**src/rtl/hilo_decode_stage_if.sv**
```systemverilog
`default_nettype none
// ============================================================================
//  Module      : hilo_decode_stage_if
//  Description : Fetch-side handshake, flush and ID/EX control-word bundle
//                for the registered decode stage.
//  Revision    : 1.0  initial release
// ============================================================================
interface hilo_decode_stage_if;
    // fetch side
    logic        in_valid;
    logic        in_ready;
    logic [31:0] instr;
    logic        flush;
    // execute side
    logic        out_valid;
    logic        out_ready;
    logic [3:0]  aluop;
    logic [1:0]  alusrc;
    logic [1:0]  hilowrite;
    logic        regwrite;
    logic        regdst;
    logic        memwrite;
    logic        memtoreg;
    logic        branch;
    logic        bal;
    logic        jump;
    logic        jal;
    logic        jr;
    logic        jalr;
    logic        ri;
    logic        hilo_busy;

    // surrounding pipeline: drives instructions, flush and EX consumption
    modport master (
        output in_valid, instr, flush, out_ready,
        input  in_ready, out_valid, aluop, alusrc, hilowrite, regwrite, regdst,
               memwrite, memtoreg, branch, bal, jump, jal, jr, jalr, ri, hilo_busy
    );

    // decode stage itself
    modport slave (
        input  in_valid, instr, flush, out_ready,
        output in_ready, out_valid, aluop, alusrc, hilowrite, regwrite, regdst,
               memwrite, memtoreg, branch, bal, jump, jal, jr, jalr, ri, hilo_busy
    );
endinterface
`default_nettype wire

```
**src/rtl/hilo_decode_stage.sv**
```systemverilog
`default_nettype none
// ============================================================================
//  Module      : hilo_decode_stage
//  Description : Registered MIPS decode stage. Decodes one instruction per
//                cycle into an ID/EX control register with valid/ready and
//                flush, flags reserved instructions and stalls HI/LO users
//                while a multiply/divide is still occupying HI/LO.
//  Revision    : 1.0  initial release
// ============================================================================
module hilo_decode_stage #(
    parameter int MUL_CYCLES = 2,
    parameter int DIV_CYCLES = 34
) (
    input  wire logic          clk,
    input  wire logic          resetn,
    hilo_decode_stage_if.slave bus
);
    localparam logic [5:0] OP_SPECIAL = 6'h00;
    localparam logic [5:0] OP_REGIMM  = 6'h01;

    localparam logic [3:0] ALU_ADD  = 4'h0;
    localparam logic [3:0] ALU_SUB  = 4'h1;
    localparam logic [3:0] ALU_AND  = 4'h2;
    localparam logic [3:0] ALU_OR   = 4'h3;
    localparam logic [3:0] ALU_XOR  = 4'h4;
    localparam logic [3:0] ALU_NOR  = 4'h5;
    localparam logic [3:0] ALU_SLT  = 4'h6;
    localparam logic [3:0] ALU_SLTU = 4'h7;
    localparam logic [3:0] ALU_SLL  = 4'h8;
    localparam logic [3:0] ALU_SRL  = 4'h9;
    localparam logic [3:0] ALU_SRA  = 4'hA;
    localparam logic [3:0] ALU_LUI  = 4'hB;

    typedef struct packed {
        logic [3:0] aluop;
        logic [1:0] alusrc;
        logic [1:0] hilowrite;
        logic       regwrite;
        logic       regdst;
        logic       memwrite;
        logic       memtoreg;
        logic       branch;
        logic       bal;
        logic       jump;
        logic       jal;
        logic       jr;
        logic       jalr;
        logic       ri;
    } ctrl_t;

    logic [5:0] op;
    logic [5:0] funct;
    logic [4:0] rt;
    logic       unused_instr_bits;

    ctrl_t      dec_d;
    ctrl_t      ctrl_q;
    logic       rtype_alu;
    logic       dec_mul;
    logic       dec_div;
    logic       hilo_cls;

    logic       out_valid_q;
    logic       out_valid_d;
    logic       is_mul_q;
    logic       is_div_q;
    logic [5:0] cnt_q;
    logic [5:0] cnt_d;

    logic       hilo_busy;
    logic       in_ready;
    logic       accept;
    logic       handoff;

    assign op                = bus.instr[31:26];
    assign rt                = bus.instr[20:16];
    assign funct             = bus.instr[5:0];
    assign unused_instr_bits = ^{bus.instr[25:21], bus.instr[15:6]};

    // HI/LO-touching instructions: MFHI/MTHI/MFLO/MTLO (10-13) and MULT..DIVU (18-1B)
    assign hilo_cls = (op == OP_SPECIAL) &&
                      ((funct[5:2] == 4'b0100) || (funct[5:2] == 4'b0110));

    assign hilo_busy = (cnt_q != 6'd0) | (out_valid_q & (is_mul_q | is_div_q));
    assign in_ready  = ~bus.flush & (~out_valid_q | bus.out_ready) & ~(hilo_busy & hilo_cls);
    assign accept    = bus.in_valid & in_ready;
    // a flush discards the entry, so it never counts as consumed by EX
    assign handoff   = out_valid_q & bus.out_ready & ~bus.flush;

    // Combinational instruction decode into the control word
    always_comb begin
        dec_d     = '0;
        rtype_alu = 1'b0;
        dec_mul   = 1'b0;
        dec_div   = 1'b0;
        case (op)
            OP_SPECIAL: begin
                case (funct)
                    6'h00, 6'h04: begin dec_d.aluop = ALU_SLL;  rtype_alu = 1'b1; end
                    6'h02, 6'h06: begin dec_d.aluop = ALU_SRL;  rtype_alu = 1'b1; end
                    6'h03, 6'h07: begin dec_d.aluop = ALU_SRA;  rtype_alu = 1'b1; end
                    6'h08:        dec_d.jr = 1'b1;
                    6'h09:        begin dec_d.jalr = 1'b1; rtype_alu = 1'b1; end
                    6'h0C, 6'h0D: ; // SYSCALL/BREAK: legal, no datapath controls
                    6'h10, 6'h12: rtype_alu = 1'b1;
                    6'h11:        dec_d.hilowrite = 2'b10;
                    6'h13:        dec_d.hilowrite = 2'b01;
                    6'h18, 6'h19: begin dec_d.hilowrite = 2'b11; dec_mul = 1'b1; end
                    6'h1A, 6'h1B: begin dec_d.hilowrite = 2'b11; dec_div = 1'b1; end
                    6'h20, 6'h21: begin dec_d.aluop = ALU_ADD;  rtype_alu = 1'b1; end
                    6'h22, 6'h23: begin dec_d.aluop = ALU_SUB;  rtype_alu = 1'b1; end
                    6'h24:        begin dec_d.aluop = ALU_AND;  rtype_alu = 1'b1; end
                    6'h25:        begin dec_d.aluop = ALU_OR;   rtype_alu = 1'b1; end
                    6'h26:        begin dec_d.aluop = ALU_XOR;  rtype_alu = 1'b1; end
                    6'h27:        begin dec_d.aluop = ALU_NOR;  rtype_alu = 1'b1; end
                    6'h2A:        begin dec_d.aluop = ALU_SLT;  rtype_alu = 1'b1; end
                    6'h2B:        begin dec_d.aluop = ALU_SLTU; rtype_alu = 1'b1; end
                    default:      dec_d.ri = 1'b1;
                endcase
                if (rtype_alu) begin
                    dec_d.regwrite = 1'b1;
                    dec_d.regdst   = 1'b1;
                end
            end
            OP_REGIMM: begin
                case (rt)
                    5'h00, 5'h01: begin dec_d.aluop = ALU_SUB; dec_d.branch = 1'b1; end
                    5'h10, 5'h11: begin
                        dec_d.aluop    = ALU_SUB;
                        dec_d.branch   = 1'b1;
                        dec_d.bal      = 1'b1;
                        dec_d.regwrite = 1'b1;
                    end
                    default:      dec_d.ri = 1'b1;
                endcase
            end
            6'h02: dec_d.jump = 1'b1;
            6'h03: begin dec_d.jal = 1'b1; dec_d.regwrite = 1'b1; end
            6'h04, 6'h05, 6'h06, 6'h07: begin dec_d.aluop = ALU_SUB; dec_d.branch = 1'b1; end
            6'h08, 6'h09: begin dec_d.aluop = ALU_ADD;  dec_d.alusrc = 2'b01; dec_d.regwrite = 1'b1; end
            6'h0A:        begin dec_d.aluop = ALU_SLT;  dec_d.alusrc = 2'b01; dec_d.regwrite = 1'b1; end
            6'h0B:        begin dec_d.aluop = ALU_SLTU; dec_d.alusrc = 2'b01; dec_d.regwrite = 1'b1; end
            6'h0C:        begin dec_d.aluop = ALU_AND;  dec_d.alusrc = 2'b10; dec_d.regwrite = 1'b1; end
            6'h0D:        begin dec_d.aluop = ALU_OR;   dec_d.alusrc = 2'b10; dec_d.regwrite = 1'b1; end
            6'h0E:        begin dec_d.aluop = ALU_XOR;  dec_d.alusrc = 2'b10; dec_d.regwrite = 1'b1; end
            6'h0F:        begin dec_d.aluop = ALU_LUI;  dec_d.alusrc = 2'b10; dec_d.regwrite = 1'b1; end
            6'h20, 6'h21, 6'h23, 6'h24, 6'h25: begin
                dec_d.alusrc   = 2'b01;
                dec_d.regwrite = 1'b1;
                dec_d.memwrite = 1'b1; // acts as the memory enable for loads
                dec_d.memtoreg = 1'b1;
            end
            6'h28, 6'h29, 6'h2B: begin dec_d.alusrc = 2'b01; dec_d.memwrite = 1'b1; end
            default: dec_d.ri = 1'b1;
        endcase
    end

    // Next value of the ID/EX valid flag; flush dominates everything
    always_comb begin
        out_valid_d = out_valid_q;
        if (bus.flush)    out_valid_d = 1'b0;
        else if (accept)  out_valid_d = 1'b1;
        else if (handoff) out_valid_d = 1'b0;
    end

    // ID/EX pipeline register; control word only changes on acceptance
    always_ff @(posedge clk or negedge resetn) begin
        if (!resetn) begin
            out_valid_q <= 1'b0;
            ctrl_q      <= '0;
            is_mul_q    <= 1'b0;
            is_div_q    <= 1'b0;
        end else begin
            out_valid_q <= out_valid_d;
            if (accept) begin
                ctrl_q   <= dec_d;
                is_mul_q <= dec_mul;
                is_div_q <= dec_div;
            end
        end
    end

    // HI/LO occupancy: load on mult/div handoff, otherwise count down to zero
    always_comb begin
        cnt_d = cnt_q;
        if (handoff && is_mul_q)      cnt_d = 6'(MUL_CYCLES);
        else if (handoff && is_div_q) cnt_d = 6'(DIV_CYCLES);
        else if (cnt_q != 6'd0)       cnt_d = cnt_q - 6'd1;
    end

    // HI/LO occupancy counter register
    always_ff @(posedge clk or negedge resetn) begin
        if (!resetn) cnt_q <= 6'd0;
        else         cnt_q <= cnt_d;
    end

    assign bus.in_ready  = in_ready;
    assign bus.out_valid = out_valid_q;
    assign bus.hilo_busy = hilo_busy;
    assign bus.aluop     = ctrl_q.aluop;
    assign bus.alusrc    = ctrl_q.alusrc;
    assign bus.hilowrite = ctrl_q.hilowrite;
    assign bus.regwrite  = ctrl_q.regwrite;
    assign bus.regdst    = ctrl_q.regdst;
    assign bus.memwrite  = ctrl_q.memwrite;
    assign bus.memtoreg  = ctrl_q.memtoreg;
    assign bus.branch    = ctrl_q.branch;
    assign bus.bal       = ctrl_q.bal;
    assign bus.jump      = ctrl_q.jump;
    assign bus.jal       = ctrl_q.jal;
    assign bus.jr        = ctrl_q.jr;
    assign bus.jalr      = ctrl_q.jalr;
    assign bus.ri        = ctrl_q.ri;
endmodule
`default_nettype wire

```
**src/flat_wrapper.sv**
```systemverilog
// flat-port wrapper written by rule: the top's interface ports become plain ports
module hilo_decode_stage_flat 
#(
    parameter int MUL_CYCLES = 2,
    parameter int DIV_CYCLES = 34
)
  (clk, resetn, bus_in_valid, bus_instr, bus_flush, bus_out_ready, bus_in_ready, bus_out_valid, bus_aluop, bus_alusrc, bus_hilowrite, bus_regwrite, bus_regdst, bus_memwrite, bus_memtoreg, bus_branch, bus_bal, bus_jump, bus_jal, bus_jr, bus_jalr, bus_ri, bus_hilo_busy);
  hilo_decode_stage_if bus_i ();
  input  wire logic clk;
  input  wire logic resetn;
  input wire logic [$bits(bus_i.in_valid)-1:0] bus_in_valid;
  input wire logic [$bits(bus_i.instr)-1:0] bus_instr;
  input wire logic [$bits(bus_i.flush)-1:0] bus_flush;
  input wire logic [$bits(bus_i.out_ready)-1:0] bus_out_ready;
  output wire logic [$bits(bus_i.in_ready)-1:0] bus_in_ready;
  output wire logic [$bits(bus_i.out_valid)-1:0] bus_out_valid;
  output wire logic [$bits(bus_i.aluop)-1:0] bus_aluop;
  output wire logic [$bits(bus_i.alusrc)-1:0] bus_alusrc;
  output wire logic [$bits(bus_i.hilowrite)-1:0] bus_hilowrite;
  output wire logic [$bits(bus_i.regwrite)-1:0] bus_regwrite;
  output wire logic [$bits(bus_i.regdst)-1:0] bus_regdst;
  output wire logic [$bits(bus_i.memwrite)-1:0] bus_memwrite;
  output wire logic [$bits(bus_i.memtoreg)-1:0] bus_memtoreg;
  output wire logic [$bits(bus_i.branch)-1:0] bus_branch;
  output wire logic [$bits(bus_i.bal)-1:0] bus_bal;
  output wire logic [$bits(bus_i.jump)-1:0] bus_jump;
  output wire logic [$bits(bus_i.jal)-1:0] bus_jal;
  output wire logic [$bits(bus_i.jr)-1:0] bus_jr;
  output wire logic [$bits(bus_i.jalr)-1:0] bus_jalr;
  output wire logic [$bits(bus_i.ri)-1:0] bus_ri;
  output wire logic [$bits(bus_i.hilo_busy)-1:0] bus_hilo_busy;
  assign bus_i.in_valid = bus_in_valid;
  assign bus_i.instr = bus_instr;
  assign bus_i.flush = bus_flush;
  assign bus_i.out_ready = bus_out_ready;
  assign bus_in_ready = bus_i.in_ready;
  assign bus_out_valid = bus_i.out_valid;
  assign bus_aluop = bus_i.aluop;
  assign bus_alusrc = bus_i.alusrc;
  assign bus_hilowrite = bus_i.hilowrite;
  assign bus_regwrite = bus_i.regwrite;
  assign bus_regdst = bus_i.regdst;
  assign bus_memwrite = bus_i.memwrite;
  assign bus_memtoreg = bus_i.memtoreg;
  assign bus_branch = bus_i.branch;
  assign bus_bal = bus_i.bal;
  assign bus_jump = bus_i.jump;
  assign bus_jal = bus_i.jal;
  assign bus_jr = bus_i.jr;
  assign bus_jalr = bus_i.jalr;
  assign bus_ri = bus_i.ri;
  assign bus_hilo_busy = bus_i.hilo_busy;
  hilo_decode_stage #(.MUL_CYCLES(MUL_CYCLES), .DIV_CYCLES(DIV_CYCLES)) u_core (.clk(clk), .resetn(resetn), .bus(bus_i));
endmodule
```
**config.mk**
```make
export PLATFORM = sky130hd
export DESIGN_NAME = hilo_decode_stage_flat
export DESIGN_NICKNAME = d
export VERILOG_FILES = /design/src/rtl/hilo_decode_stage_if.sv /design/src/rtl/hilo_decode_stage.sv /design/src/flat_wrapper.sv
export SDC_FILE = /design/constraint.sdc
export NUM_CORES = 1
export LEC_CHECK = 0
export BUFFER_PORTS_ARGS = -buffer_cell sky130_fd_sc_hd__buf_2
export CORE_UTILIZATION = 50
export CTS_CLUSTER_SIZE = 20
export DETAILED_ROUTE_END_ITERATION = 12
export PLACE_DENSITY = 0.8
export SETUP_SLACK_MARGIN = 0.05
export SYNTH_ARGS = -nofsm -noshare
export SYNTH_HDL_FRONTEND = slang
export SYNTH_SLANG_ARGS = --single-unit
```
**constraint.sdc**
```tcl
create_clock -name clk -period 2.8 [get_ports clk]
set_clock_uncertainty 0.15 [all_clocks]
set_input_delay 0.56 -clock clk [delete_from_list [all_inputs] [get_ports clk]]
set_output_delay 0.56 -clock clk [all_outputs]
set_load 0.02 [all_outputs]
```
==> impl_metrics.yaml, run 1 <==
status:
  outcome: "finished clean"
clock_tree:
  h-tree-depth: 1
  clkTransAtPathRegs_ns: 0.16
  post-cts-setup-buffers: 0
  root_buffer: "clkbuf_4"
  cts.sinks: 28
  cts_tree: "yes"
  clk_path_buf_depth: 2
  hold_buffers: 0
  cts_resized: 0
  numCtsBuffers: 3
  insertion_delay_ns: 0.33
logic_synthesis:
  syn_inst: 201
  postSynthAreaPerCell_um2: 8.771
  post_synth_and_or_nand_nor_area_fraction_pct: 23.28
  ys.flop_type: "dfrtp_1"
  synth_top_family_by_area: "compound AO/OA/AOI/OAI gates"
  ys_warn_count: 0
  muxShareOfSynthArea_pct: 1.774
  synth_xor_area_share_pct: 2.981
  synth_fa_ha_area_share_pct: 1.419
  async_reset_ff_share_pct: 100.0
  synth_compound_area_share_pct: 24.34
  synth_fp_nets: 240
  yosys_register_bits: 28
  yosys.cell_types.count: 51
  synth-edff-count: 0
  syn_area_um2: 1763
  ys_seq_area_share_pct: 39.74
setup_path:
  cp_max_fo: 5
  end_kind: "output port"
  path_class: "reg2out"
  cp-start-kind: "flop"
  critPathRequiredTime_ns: 2.09
  cp.arrival_ns: 1.87
timing:
  setup-violations-final: 0
  finalHoldViolations: 0
  setup_slack_ns: 0.2233
  relSlewSlack_pct: 59.95
  report.final.slew_viol_count: 0
  tightestPinTransition_ns: 0.6008
  max_freq_mhz: 388.1
  rsz0062_at_grt: "false"
  min_period_ns: 2.577
  setup-tns-final_ns: 0
  fin_crit_sh_pct: 92.03
placed_design:
  hpwlAfterDp_um: 2757
  dp_cells: 277
  portBuffers: 42
  pre_cts_ws_ns: 0.3146
  finalWeightedCongestion: 0.8440
floorplan:
  die_w_um: 61.38
  start_util_pct: 52.42
  fp.dieH_um: 61.38
  io-pin-count: 59
  die_area_um2: 3768
  rows: 21
  core-area_um2: 3363
grt:
  grtUsageTotal_pct: 21.16
  overflow: 0
  first_global_vias: 1298
  grt_max_degree: 29
  antenna_found_initial: 0
  grt_pass1_wl_um: 5913
detailed_routing:
  drt-vias-per-instance: 5.609
  wl_um: 3649
  post_drt_wl_per_cell_um: 12.99
  drt_drc_violations_left: 0
  drt_iter0_drc: 105
  drt_pass1_iterations: 4
  vias: 1576
  final_antenna_net_count: 0
finish:
  n_antenna_cell: 0
  fillers: 331
  multiInputGateArea_um2: 948.4
  area_growth_pct: 13.98
  layout-drive-gt1-share_pct: 25.96
  final_cell_mix: "buf_2, nand2_1, dfrtp_1, o21ai_0"
  regArea_um2: 700.7
  nets: 275
  final_cells: 281
  final_common_cell: "buf_2"
flow_run:
  maxCapViolCount: 0
worst_hold_path:
  min_path_type: "in2async"
pwr:
  powerDensity_nw_per_um2: 522.3
  leakage_nw: 0.9479
  ir_drop_v: 0.0002434
[cells in the mapped netlist, drive strengths merged, types with 3 or more instances]
master / count / share of area [%]
o31ai: 9 / 3.8
xnor2: 3 / 1.5
a21oi: 11 / 3.1
o21ai: 17 / 4.8
nand2: 36 / 7.7
clkbuf: 9 / 2.1
o41ai: 5 / 4.2
buf: 6 / 2.4
nor2: 11 / 2.3
nor3: 3 / 1.5
nand3: 4 / 1.1
dfrtp: 28 / 40
nand2b: 7 / 2.5
xor2: 3 / 1.5
inv: 9 / 1.9
[report_power, final]
part           switching (mW)  internal, mW  total [mW]
clock                   0.120        0.0796       0.200
combinational           0.194         0.137       0.331
sequential             0.0532         0.466       0.519
[layout make-up]
cell class,count,area share (%)
well taps,46,2.864
multi-input cells,149,47.20
repair buffers,45,11.58
flip-flops and latches,28,34.87
clock buffers,4,1.806
inverters,9,1.681
[registers in the layout, summed over array words and instances, names as in the netlist, 2 cells and up]
register              cells
u_core.bus.aluop          4
u_core.bus.hilowrite      2
u_core.cnt_q              6
u_core.bus.alusrc         2
[worst paths after layout]
path | from | to | slack (ns) | depth (start not counted)
setup reg to reg | u_core.cnt_q[2] | u_core.bus.alusrc[0] | 0.52 | 5
hold reg to reg | u_core.bus.hilowrite[0] | u_core.bus.hilowrite[0] | 0.34 | 2
setup / recovery | u_core.cnt_q[2] | bus_in_ready | 0.22 | 4
hold / removal | resetn | u_core.bus.jump | 0.05 | 1
max in group asynchronous | resetn | u_core.cnt_q[5] | 2.04 | 1
min in group clk | bus_out_ready | u_core.bus.out_valid | 0.26 | 2
[critical path, stage by stage, from the launching register on]
cell      delay (ns)
dfrtp_1         0.45
or3_1           0.43
and4bb_2        0.35
o21a_1          0.15
buf_2           0.16
[metrics by stage]
step                      power [mW]  hold slack, ns  instance area (µm²)  util (%)
after global routing           1.128          0.1072                 2009     59.75
final                          1.049         0.05297                 2009     59.75
after floorplan               0.7686          0.1144                 1763         -
after CTS                      1.059         0.08306                 2009     59.75
after detailed placement      0.8583          0.3083                 1973     58.67
after global placement        0.8501          0.3082                 1973     58.67
[cell families (layout without fill, tap and decap cells)]
family | count (synthesis) | in the layout
and+or+nand+nor | 78 | 78
DFF | 28 | 28
adders and majority gates | 2 | 2
xor gates and xnor gates | 6 | 6
muxes | 3 | 3
AOI/OAI and AO/OA | 60 | 60
buffers and inverters | 24 | 58
[metal layers]
layer	vias to the layer above	global-route usage, %	part of all wire [%]
met4	0	5.714	0.55
li1	795	-	-
met2	54	32.61	45
met3	4	2.941	4.7
met1	723	31.49	49
met5	-	0	0
Power figures use the tool's default switching activity.
==> run 2: changes to the inputs <==
--- a/config.mk
+++ b/config.mk
@@ -7,2 +7,3 @@
 export LEC_CHECK = 0
+export ABC_CLOCK_PERIOD_IN_PS = 2800
 export BUFFER_PORTS_ARGS = -buffer_cell sky130_fd_sc_hd__buf_2
@@ -12,2 +13,3 @@
 export PLACE_DENSITY = 0.8
+export RECOVER_POWER = 50
 export SETUP_SLACK_MARGIN = 0.05
==> constraint.sdc (replaced) <==
create_clock -name clk -period 2.8 [get_ports clk]
set_clock_uncertainty 0.15 [all_clocks]
set_input_delay 0.14 -clock clk [delete_from_list [all_inputs] [get_ports clk]]
set_output_delay 0.14 -clock clk [all_outputs]
set_load 0.02 [all_outputs]
==> impl_metrics.yaml, run 2 (synthesis results as in run 1) <==
clock_tree:
  cts_resized: 0
  numCtsBuffers: 3
  clk_path_buf_depth: 2
  cts_tree: "yes"
  root_buffer: "clkbuf_4"
  cts.sinks: 28
  h-tree-depth: 1
  insertion_delay_ns: 0.34
  clkTransAtPathRegs_ns: 0.15
pwr:
  powerDensity_nw_per_um2: 535.1
  p_clk_share_pct: 23.2
  leakage_nw: 0.9760
  switchingPower_mw: 0.3784
  switching_share_pct: 32.84
  p_comb_share_pct: 32.0
  p_int_mw: 0.7738
  ir_drop_v: 0.0002737
  seq_power_share_pct: 44.8
setup_path:
  critPathRequiredTime_ns: 2.94
  path_cells: "dlygate4sd3_1 -> buf_2 -> or4_4 -> nor3_4 -> and4bb_1 -> nand2_1 -> o31ai_1 -> dlygate4sd3_1"
  cp_slowest_cell: "or4_4"
  path_common_cell: "dlygate4sd3_1"
  cp_max_fo: 9
  cp.arrival_ns: 2.78
  path_class: "in2reg"
  end_kind: "flop"
  max_stage_delay_ns: 0.60
  cp-start-kind: "primary input"
timing:
  finalHoldViolations: 0
  max_freq_mhz: 379.4
  setup-violations-final: 0
  tightestPinTransition_ns: 1.448
  setup-tns-final_ns: 0
  rsz0062_at_grt: "false"
  min_period_ns: 2.636
  report.final.slew_viol_count: 0
  relSlewSlack_pct: 3.489
  fin_crit_sh_pct: 94.15
grt:
  overflow: 0
  grt_max_degree: 41
  grt_pass1_wl_um: 6396
  first_global_vias: 1390
  grtUsageTotal_pct: 23.19
  antenna_found_initial: 0
finish:
  regMostFlops: "u_core.cnt_q"
  final_cell_mix: "nand2_1, buf_2, dfrtp_1, o21ai_0, dlygate4sd3_1"
  n_antenna_cell: 0
  layout-drive-gt1-share_pct: 19.76
  final_cells: 294
  area_growth_pct: 22.14
  final_common_cell: "nand2_1"
  nets: 288
  largest_reg_flops: 6
placed_design:
  dp_cells: 275
  hpwlAfterDp_um: 2750
  finalWeightedCongestion: 0.8306
  portBuffers: 42
detailed_routing:
  drt_iter0_drc: 93
  vias: 1646
  drt_pass1_iterations: 4
  final_antenna_net_count: 0
  drt-vias-per-instance: 5.599
  drt_drc_violations_left: 0
  wl_um: 4008
  post_drt_wl_per_cell_um: 13.63
floorplan:
  die_area_um2: 3768
  fp.dieH_um: 61.38
  rows: 21
  start_util_pct: 52.42
  die_w_um: 61.38
  io-pin-count: 59
  core-area_um2: 3363
flow_run:
  maxCapViolCount: 0
status:
  outcome: "finished clean"
worst_hold_path:
  min_path_type: "in2reg"
==> run 2: cell type report <==
| class | count | area, µm² |
|---|---|---|
| clock inverter | 1 | 30.03 |
| clock buffer | 3 | 22.52 |
| sequential | 28 | 700.7 |
| tap | 46 | 57.56 |
| timing repair buffer | 58 | 360.3 |
| fill | 324 | 1210 |
| inverter | 9 | 33.78 |
| multi-input combinational | 149 | 948.4 |
==> run 2: metrics by stage <==
step | instance area, µm² | total power, mW | utilization, % | setup slack, ns | hold WS [ns]
global route | 2153 | 1.234 | 64.03 | 0.05335 | 0.01449
floorplan | 1763 | 0.7686 | - | 0.8329 | -0.3056
CTS | 2153 | 1.141 | 64.03 | 0.2167 | 0.005761
finish | 2153 | 1.152 | 64.03 | 0.1639 | 0.02398
detailed placement | 1971 | 0.8631 | 58.59 | 0.6121 | 0.03988
global placement | 1971 | 0.8499 | 58.59 | 0.6155 | 0.04177
==> run 2: path summary, 6_finish.rpt <==
check | slack [ns] | end | startpoint | cells after the start
hold / removal | 0.02 | u_core.bus.jump | bus_instr[26] | 2
max in group asynchronous | 1.17 | u_core.bus.jal | resetn | 2
min in group asynchronous | 0.50 | u_core.bus.aluop[0] | resetn | 2
hold reg to reg | 0.34 | u_core.bus.hilowrite[0] | u_core.bus.hilowrite[0] | 2
setup / recovery | 0.16 | u_core.is_mul_q | bus_instr[31] | 8
setup reg to reg | 0.20 | u_core.bus.jr | u_core.cnt_q[2] | 6
==> run 2: repair_timing <==
item,in CTS,in global routing
hold buffers,13,0
endpoints found under the setup margin,0,1
buffers inserted,0,2
hold endpoints to repair,37,0
==> run 2: critical path: cells and delay by family <==
kind                   cells  cell delay (ns)
buffers and inverters      3             1.28
AOI/OAI and AO/OA          1             0.19
and+or+nand+nor            4             1.16
==> run 2: power groups by stage <==
stage | Clock, mW | Sequential, mW | Combinational, mW
CTS | 0.270 | 0.520 | 0.350
global placement | 0 | 0.525 | 0.325
global route | 0.287 | 0.527 | 0.420
finish | 0.267 | 0.517 | 0.369
floorplan | 0 | 0.537 | 0.231
detailed placement | 0 | 0.529 | 0.334
==> run 2: routing by layer <==
metal | part of all wire [%] | routed length (µm) | global-route usage [%]
met1 | 47 | 1870 | 32.31
met2 | 48 | 1905 | 38.20
met3 | 4.8 | 193 | 3.361
met4 | 0.95 | 38 | 6.032
met5 | 0 | 0 | 0
==> run 3: changes to the inputs <==
BUFFER_PORTS_ARGS = default   (was -buffer_cell sky130_fd_sc_hd__buf_2)
CORE_UTILIZATION = 53   (was 50)
DONT_BUFFER_PORTS = 1   (was default)
PLACE_DENSITY = 0.69   (was 0.8)
==> impl_metrics.yaml, run 3 (synthesis results as in run 1) <==
setup_path:
  critPathRequiredTime_ns: 2.92
  end_kind: "flop"
  path_cells: "or3_1 -> and4bb_2 -> o211ai_2 -> buf_4 -> o41ai_2 -> dlygate4sd3_1"
  max_stage_delay_ns: 0.63
  path_class: "reg2reg"
  cp-start-kind: "flop"
  rrSetupSlack_ns: 0.10
  cp_slowest_cell: "dlygate4sd3_1"
  cp.arrival_ns: 2.82
  cp_max_fo: 26
detailed_routing:
  dr_wl_met2_um: 1981
  met1Wirelength_um: 1852
  route.met3.wl_um: 346
  post_drt_wl_per_cell_um: 15.80
  drt_drc_violations_left: 0
  top_layer: "met4"
  wl_um: 4235
  drt-vias-per-instance: 6.011
  vias: 1611
  final_antenna_net_count: 0
  drt_iter0_drc: 118
  drt_pass1_iterations: 5
timing:
  fin_crit_sh_pct: 96.36
  tightestPinTransition_ns: 1.440
  setup-violations-final: 0
  setup-tns-final_ns: 0
  min_period_ns: 2.698
  max_freq_mhz: 370.6
  finalHoldViolations: 0
  relSlewSlack_pct: 4.017
  whs_ns: 0.01385
  rsz0062_at_grt: "false"
  report.final.slew_viol_count: 0
clock_tree:
  insertion_delay_ns: 0.32
  h-tree-depth: 1
  cts_tree: "yes"
  clkTransAtPathRegs_ns: 0.15
  numCtsBuffers: 3
  clk_path_buf_depth: 2
  root_buffer: "clkbuf_4"
  cts.sinks: 28
finish:
  layout-drive-gt1-share_pct: 8.482
  final_common_cell: "nand2_1"
  final_cell_mix: "nand2_1, dlygate4sd3_1, dfrtp_1, o21ai_0"
  regMostFlops: "u_core.cnt_q"
  largest_reg_flops: 6
  nets: 264
  n_antenna_cell: 0
  finalCoreUtilization_pct: 68.31
  area_growth_pct: 20.23
grt:
  antenna_found_initial: 0
  grt_pass1_wl_um: 6996
  grt_max_degree: 29
  grtUsageTotal_pct: 26.21
  first_global_vias: 1485
  overflow: 0
pwr:
  power_mw: 1.115
  ir_drop_v: 0.0002469
  leakage_nw: 0.9084
  powerDensity_nw_per_um2: 526.1
floorplan:
  fp.dieH_um: 59.68
  rows: 20
  io-pin-count: 59
  die_area_um2: 3561
  start_util_pct: 56.81
  core-area_um2: 3103
  die_w_um: 59.68
status:
  outcome: "finished clean"
worst_hold_path:
  min_path_type: "in2reg"
placed_design:
  portBuffers: 0
  hpwlAfterDp_um: 2786
  finalWeightedCongestion: 0.7986
flow_run:
  maxCapViolCount: 0
[run 3: area by class of cell]
class | instances | area (µm²)
Fill cell | 267 | 983.4
Multi-Input combinational cell | 149 | 948.4
Sequential cell | 28 | 700.7
Timing Repair Buffer | 34 | 329.1
Tap cell | 44 | 55.05
Inverter | 9 | 33.78
Clock inverter | 1 | 30.03
Clock buffer | 3 | 22.52
[run 3: worst paths after layout]
path | end | cells after the start | startpoint
max | u_core.bus.alusrc[1] | 6 | u_core.cnt_q[3]
min in group asynchronous | u_core.bus.jal | 2 | resetn
max in group asynchronous | u_core.bus.out_valid | 2 | resetn
max reg2reg | u_core.bus.alusrc[1] | 6 | u_core.cnt_q[3]
min reg2reg | u_core.cnt_q[5] | 1 | u_core.is_mul_q
min | u_core.bus.alusrc[0] | 4 | bus_instr[26]
[run 3: repair_timing]
action	4_1_cts	5_1_grt
gates resized for setup	0	1
hold buffers	29	2
endpoints found under the setup margin	0	3
buffers inserted	0	1
endpoints found under the hold margin	51	1
[run 3: per-stage QoR]
stage,area (µm²),cells,worst slack (ns)
floorplan,1763,201,0.8329
finish,2120,268,0.1019
CTS,2106,265,0.1572
global route,2120,268,0.05453
detailed placement,1753,232,0.6406
global placement,1753,232,0.7132
[run 3: critical path, delay by kind of cell, from the launching register on]
| kind | cells | cell delay, ns |
|---|---|---|
| compound gates | 2 | 0.45 |
| flops | 1 | 0.43 |
| buf+inv | 2 | 0.86 |
| simple gates | 2 | 0.76 |
[run 3: metal layers]
| layer | vias to the layer above | GRT usage [%] |
|---|---|---|
| met5 | - | 0 |
| met4 | 0 | 8.970 |
| met3 | 8 | 4.329 |
| met2 | 82 | 41.90 |
| met1 | 753 | 35.95 |
| li1 | 768 | - |
[run 3: power breakdown]
group / internal (mW) / total [mW] / switching (mW) / leakage [nW]
clock network: 0.145 / 0.258 / 0.114 / 0.0279
registers: 0.465 / 0.536 / 0.0705 / 0.371
logic: 0.150 / 0.321 / 0.171 / 0.510
